$ cat src/rtl/namco_io56xx_ctrl.sv
// Two Namco custom I/O chips in the $4800-$4FFF window: 2x16 nibble registers
// refreshed once per frame on VBLANK from the sticks, buttons, coins and DIP switches.
module namco_io56xx_ctrl #(
    parameter logic [7:0] MAXCRED         = 8'h99,
    parameter logic [3:0] UPD_MODE_CREDIT = 4'h1,
    parameter logic [3:0] UPD_MODE_SWITCH = 4'h3
) (
    input  logic        MCPU_CLK,
    input  logic        RESET,
    input  logic        VBLANK,
    input  logic        CS,
    input  logic        WE,
    input  logic [5:0]  ADRS,
    input  logic [7:0]  DI,
    output logic [7:0]  DO,
    input  logic [11:0] INP,
    input  logic [2:0]  INP2,
    input  logic [23:0] DSW,
    output logic [2:0]  dbg_state   // 0 IDLE, 1 LATCH, 2 CREDIT, 3 WRITE, 4 DONE
);

    typedef enum logic [2:0] {
        S_IDLE   = 3'd0,
        S_LATCH  = 3'd1,
        S_CREDIT = 3'd2,
        S_WRITE  = 3'd3,
        S_DONE   = 3'd4
    } state_t;

    state_t      state, state_nxt;
    logic [3:0]  ram [0:31];
    logic [3:0]  idx;
    logic [7:0]  credits, cr_add, cr_next;
    logic [3:0]  mode;
    logic [11:0] snap_inp;
    logic [2:0]  snap_inp2;
    logic [23:0] snap_dsw, dsw_sh;
    logic [6:0]  cur_bits, prev_bits, rise;
    logic        vb_s1, vb_s2, vb_d, vb_edge;
    logic        cpu_we, fsm_we;
    logic [4:0]  fsm_addr;
    logic [3:0]  fsm_data;
    logic        unused_ok;

    assign cpu_we    = CS & WE;
    assign vb_edge   = vb_s2 & ~vb_d;
    assign dbg_state = state;
    assign DO        = CS ? {4'h0, ram[ADRS[4:0]]} : 8'h00;
    assign unused_ok = ^{ADRS[5], DI[7:4]};

    // {2P B2, 2P B1, 1P B2, 1P B1, Coin, Start2, Start1}
    assign cur_bits = {INP[11], INP[10], INP[5], INP[4], INP2};

    always_ff @(posedge MCPU_CLK or posedge RESET) begin
        if (RESET) begin
            vb_s1 <= 1'b0;
            vb_s2 <= 1'b0;
            vb_d  <= 1'b0;
        end else begin
            vb_s1 <= VBLANK;
            vb_s2 <= vb_s1;
            vb_d  <= vb_s2;
        end
    end

    always_ff @(posedge MCPU_CLK or posedge RESET) begin
        if (RESET) begin
            state     <= S_IDLE;
            idx       <= 4'd0;
            mode      <= 4'd0;
            snap_inp  <= 12'd0;
            snap_inp2 <= 3'd0;
            snap_dsw  <= 24'd0;
            prev_bits <= 7'd0;
            rise      <= 7'd0;
        end else begin
            state <= state_nxt;
            if (state == S_LATCH) begin
                snap_inp  <= INP;
                snap_inp2 <= INP2;
                snap_dsw  <= DSW;
                mode      <= ram[8];
                rise      <= cur_bits & ~prev_bits;
                prev_bits <= cur_bits;
            end
            if (state == S_CREDIT)
                idx <= 4'd0;
            else if (state == S_WRITE)
                idx <= idx + 4'd1;
        end
    end

    always_comb begin
        state_nxt = state;
        case (state)
            S_IDLE:   if (vb_edge) state_nxt = S_LATCH;
            S_LATCH:  state_nxt = S_CREDIT;
            S_CREDIT: state_nxt = S_WRITE;
            S_WRITE:  if (idx == 4'd13) state_nxt = S_DONE;
            S_DONE:   state_nxt = S_IDLE;
            default:  state_nxt = S_IDLE;
        endcase
    end

    // BCD credit update: coin add (saturating) first, then Start1 over Start2.
    always_comb begin
        cr_add  = credits;
        cr_next = credits;
        if (rise[2] && credits != MAXCRED)
            cr_add = (credits[3:0] == 4'd9) ? {credits[7:4] + 4'd1, 4'd0}
                                            : {credits[7:4], credits[3:0] + 4'd1};
        cr_next = cr_add;
        if (rise[0] && cr_add != 8'h00)
            cr_next = (cr_add[3:0] == 4'd0) ? {cr_add[7:4] - 4'd1, 4'd9}
                                            : {cr_add[7:4], cr_add[3:0] - 4'd1};
        else if (rise[1] && cr_add >= 8'h02)
            cr_next = (cr_add[3:0] >= 4'd2) ? {cr_add[7:4], cr_add[3:0] - 4'd2}
                                            : {cr_add[7:4] - 4'd1, cr_add[3:0] + 4'd8};
    end

    always_ff @(posedge MCPU_CLK or posedge RESET) begin
        if (RESET) begin
            credits <= 8'h00;
        end else begin
            if (state == S_CREDIT && mode == UPD_MODE_CREDIT)
                credits <= cr_next;
            if (cpu_we && ADRS[4:0] == 5'd2)
                credits[7:4] <= DI[3:0];
            if (cpu_we && ADRS[4:0] == 5'd3)
                credits[3:0] <= DI[3:0];
        end
    end

    assign dsw_sh = snap_dsw >> {idx[2:0], 2'b00};

    always_comb begin
        fsm_we   = 1'b0;
        fsm_addr = 5'd0;
        fsm_data = 4'd0;
        if (state == S_WRITE) begin
            if (idx[3]) begin
                fsm_we   = 1'b1;
                fsm_addr = {2'b10, idx[2:0]};
                fsm_data = dsw_sh[3:0];
            end else begin
                fsm_addr = {2'b00, idx[2:0]};
                if (mode == UPD_MODE_CREDIT)
                    fsm_we = 1'b1;
                else if (mode == UPD_MODE_SWITCH)
                    fsm_we = (idx[2:0] == 3'd0) || idx[2];
                case (idx[2:0])
                    3'd0:    fsm_data = (mode == UPD_MODE_SWITCH) ? {1'b0, snap_inp2} : 4'h0;
                    3'd1:    fsm_data = 4'h0;
                    3'd2:    fsm_data = credits[7:4];
                    3'd3:    fsm_data = credits[3:0];
                    3'd4:    fsm_data = snap_inp[3:0];
                    3'd5:    fsm_data = {rise[4], snap_inp[5], rise[3], snap_inp[4]};
                    3'd6:    fsm_data = snap_inp[9:6];
                    default: fsm_data = {rise[6], snap_inp[11], rise[5], snap_inp[10]};
                endcase
            end
        end
    end

    // CPU write is applied last so it wins over a same-cycle sequencer write.
    always_ff @(posedge MCPU_CLK or posedge RESET) begin
        if (RESET) begin
            for (int i = 0; i < 32; i++)
                ram[i] <= 4'd0;
        end else begin
            if (fsm_we)
                ram[fsm_addr] <= fsm_data;
            if (cpu_we)
                ram[ADRS[4:0]] <= DI[3:0];
        end
    end

endmodule

$ cat config.mk
export PLATFORM = sky130hd
export DESIGN_NAME = namco_io56xx_ctrl
export DESIGN_NICKNAME = d
export VERILOG_FILES = /design/src/rtl/namco_io56xx_ctrl.sv
export SDC_FILE = /design/constraint.sdc
export NUM_CORES = 1
export LEC_CHECK = 0
export BUFFER_PORTS_ARGS = -buffer_cell sky130_fd_sc_hd__buf_2
export CORE_AREA = 2 2 179 181
export DETAILED_ROUTE_END_ITERATION = 10
export DIE_AREA = 0 0 181 183
export HOLD_SLACK_MARGIN = 0.06
export PLACE_DENSITY = 0.6
export SLEW_MARGIN = 10
export SYNTH_ARGS = -nofsm -noshare
export SYNTH_HDL_FRONTEND = slang
export SYNTH_SLANG_ARGS = --single-unit
$ cat constraint.sdc
create_clock -name MCPU_CLK -period 5.58 [get_ports MCPU_CLK]
set_clock_uncertainty 0.05 [all_clocks]
set_input_delay 0.279 -clock MCPU_CLK [delete_from_list [all_inputs] [get_ports MCPU_CLK]]
set_output_delay 0.279 -clock MCPU_CLK [all_outputs]
set_load 0.1 [all_outputs]
==> flow_summary.ini <==
[global_route]
gr-usage-met2_pct = 29.0
grt.overflow.total = 0
grt_busiest_layer = met2
grt_pass1_wl_um = 45500
globalRouteMet3Util_pct = 2.68
grt_use_met1_pct = 22.9
track_usage_pct = 17.3
antenna_found_initial = 0
grt_max_degree = 145
grt_pass1_vias = 8325

[floorplan]
die_h_um = 183
start_util_pct = 34.4
die_x_um = 181
ioPinCount = 69
core_um2 = 31200
rows = 65
die_area_um2 = 33100

[route]
initialDrtViolationCount = 726
remaining_drc_errors = 0
ant_nets = 0
wl_um = 27700
wl_per_cell_um = 18.2
dr_total_vias = 8287
vias_per_cell = 5.45
drt_pass1_iterations = 5

[final_layout]
synthToLayoutAreaGrowth_pct = 13.9
final_cell_area_um2 = 12200
nNetsFinal = 1176
final_layout_size_suffix_gt1_share_pct = 20.3
nFillCells = 3100
antennaDiodeCount = 0

[sta]
rsz0062_at_grt = false
tightest_slew_ps = 1060
hold_viol = 0
tns_ps = 0
fin_hold_ws_ps = 312
maxSlewHeadroom_pct = 29.4
setup_viol = 0
drv_slew = 0
period_minus_slack_ps = 3440
fin_crit_sh_pct = 61.6
fmax_ghz = 0.291

[logic_synthesis]
synthTopCellsByArea = dfrtp_1 46%, mux4_2 7.5%, nand2_1 7.3%
async_reset_ff_share_pct = 100
synth_top_cell_area_share_pct = 45.6
synthCells = 1043
syn_area_um2 = 10700
yosys.area.top_type = dfrtp_1
yosys_warnings = 0
syn_avg_cell_area_um2 = 10.3
seq_area_frac_synth_pct = 45.6
synth_edf_count = 0
yosysMostFrequentCell = nand2_1
yosys-top-cells-count = 210 x nand2_1, 196 x dfrtp_1, 88 x nor2_1
ys_types = 86
ys_ff_latch = 196
synth-main-ff-cell = dfrtp_1

[placed_design]
dp_hpwl_um = 18300
port_buffers = 59
placed_cell_area_um2 = 11300
place_congestion = 0.862

[job]
drv_cap = 0

[clocking]
clk_pin_slew_ps = 70
insertion_delay_ps = 440
root_buffer = clkbuf_16
postCtsSetupRepairBufs = 0
cts_buffers = 17
cts_sinks = 196
clockBufferDepth = 2
cts_tree = built
htree_levels = 4

[critical_path]
rr_startpoint = credits[0]
worstSetupPathType = reg -> reg
cp.required_ps = 5850
crit_path_max_fanout = 13
startpoint = credits[0]
end_kind = flip-flop
startpoint_type = flip-flop
worstPathArrival_ps = 3710
worst_r2r_path_depth = 10

[run_status]
outcome = complete, no violations

[min_path]
hold_start = vb_s1
worstHoldPathCells = 0
min_path_type = reg -> reg

[pwr]
vdd_drop_max_mv = 0.208
leakage_nw = 5.24
power_density_nw_per_um2 = 482
[flip-flops by register name (all words and copies together), names as in the netlist, 3 cells and up]
signal     flops
dbg_state      3
ram          128
credits        8
mode           4
rise           7
snap_inp      12
snap_dsw      24
idx            4
[what timing repair did]
action,4_1_cts,5_1_grt
endpoints found under the hold margin,53,0
resized for setup,0,0
hold buffers,41,0
[where the power goes]
group          internal, W  leakage (nW)  total, W  switching, W
clock network     0.000672         0.261   0.00123      0.000555
logic             0.000971          2.55   0.00232       0.00135
registers          0.00192          2.42   0.00235      0.000434
[worst paths after layout]
kind	to	slack [ps]
max	credits[6]	2140
min	vb_s2	310
min in group asynchronous	rise[2]	560
max in group asynchronous	ram[71]	3630
min reg2reg	vb_s2	310
max reg2reg	credits[6]	2140
[cell families (layout without fill, tap and decap cells)]
logic type / after synthesis / count (layout) / share of synthesized area, %
xor+xnor: 5 / 5 / 0.408
simple gates: 395 / 395 / 16.7
flops: 196 / 196 / 45.6
mux: 139 / 139 / 17.9
fa+ha+maj: 13 / 13 / 1.51
compound gates: 209 / 209 / 13.7
other cells: 1 / 4 / 0.0349
buf+inv: 85 / 157 / 3.98
[cells in the final DEF (no fill, tap or decap), types with 4 or more instances in the layout]
cell type	count
clkbuf_16	17
a22o_1	10
nand3_1	17
o22ai_1	7
and3b_1	5
a22oi_1	7
nand4_1	10
mux4_2	36
nor2_1	88
a221oi_1	6
nand3b_1	12
nand2_1	210
buf_2	59
nand2b_1	7
a31oi_1	8
a21oi_1	32
o21ai_0	44
a21o_1	15
dfrtp_1	196
dlygate4sd3_1	41
nor2b_1	9
ha_1	13
mux2_2	69
nor3_1	7
conb_1	4
clkinvlp_4	8
o21ai_1	18
a41oi_1	5
a211oi_1	9
inv_1	19
mux2i_1	34
[worst max-delay path: stages, from the launching register on]
cell and delay, ps:
dfrtp_1 640, ha_1 340, and3b_1 430, o22ai_2 240, a31oi_1 380, inv_1 100
ha_1 200, a41o_1 240, o31ai_4 340, nor4b_2 250, nor3_1 100
[metal layers]
metal | vias up | wire length (um)
met5 | - | 0
met4 | 0 | 695
met3 | 51 | 1130
met2 | 211 | 13700
met1 | 4157 | 12200
li1 | 3868 | -
[cell type report]
class / instances / area (um2) / area share, %
inverters: 21 / 82.6 / 0.674
repair buffers: 104 / 748 / 6.11
flip-flops and latches: 196 / 4900 / 40.1
well taps: 402 / 503 / 4.11
clock inverters: 12 / 131 / 1.07
clock buffers: 20 / 447 / 3.65
multi-input cells: 765 / 5430 / 44.3
[through the flow]
step	power [W]	std cells	utilization (%)	setup slack, ps
finish	0.00590	1520	39.2	2140
global route	0.00631	1520	39.2	1790
CTS	0.00593	1520	39.2	2170
detailed placement	0.00467	1447	36.0	2210
global placement	0.00461	1447	36.0	2230
floorplan	0.00411	1046	-	2320
No activity file was read; power rests on OpenSTA's default activity.
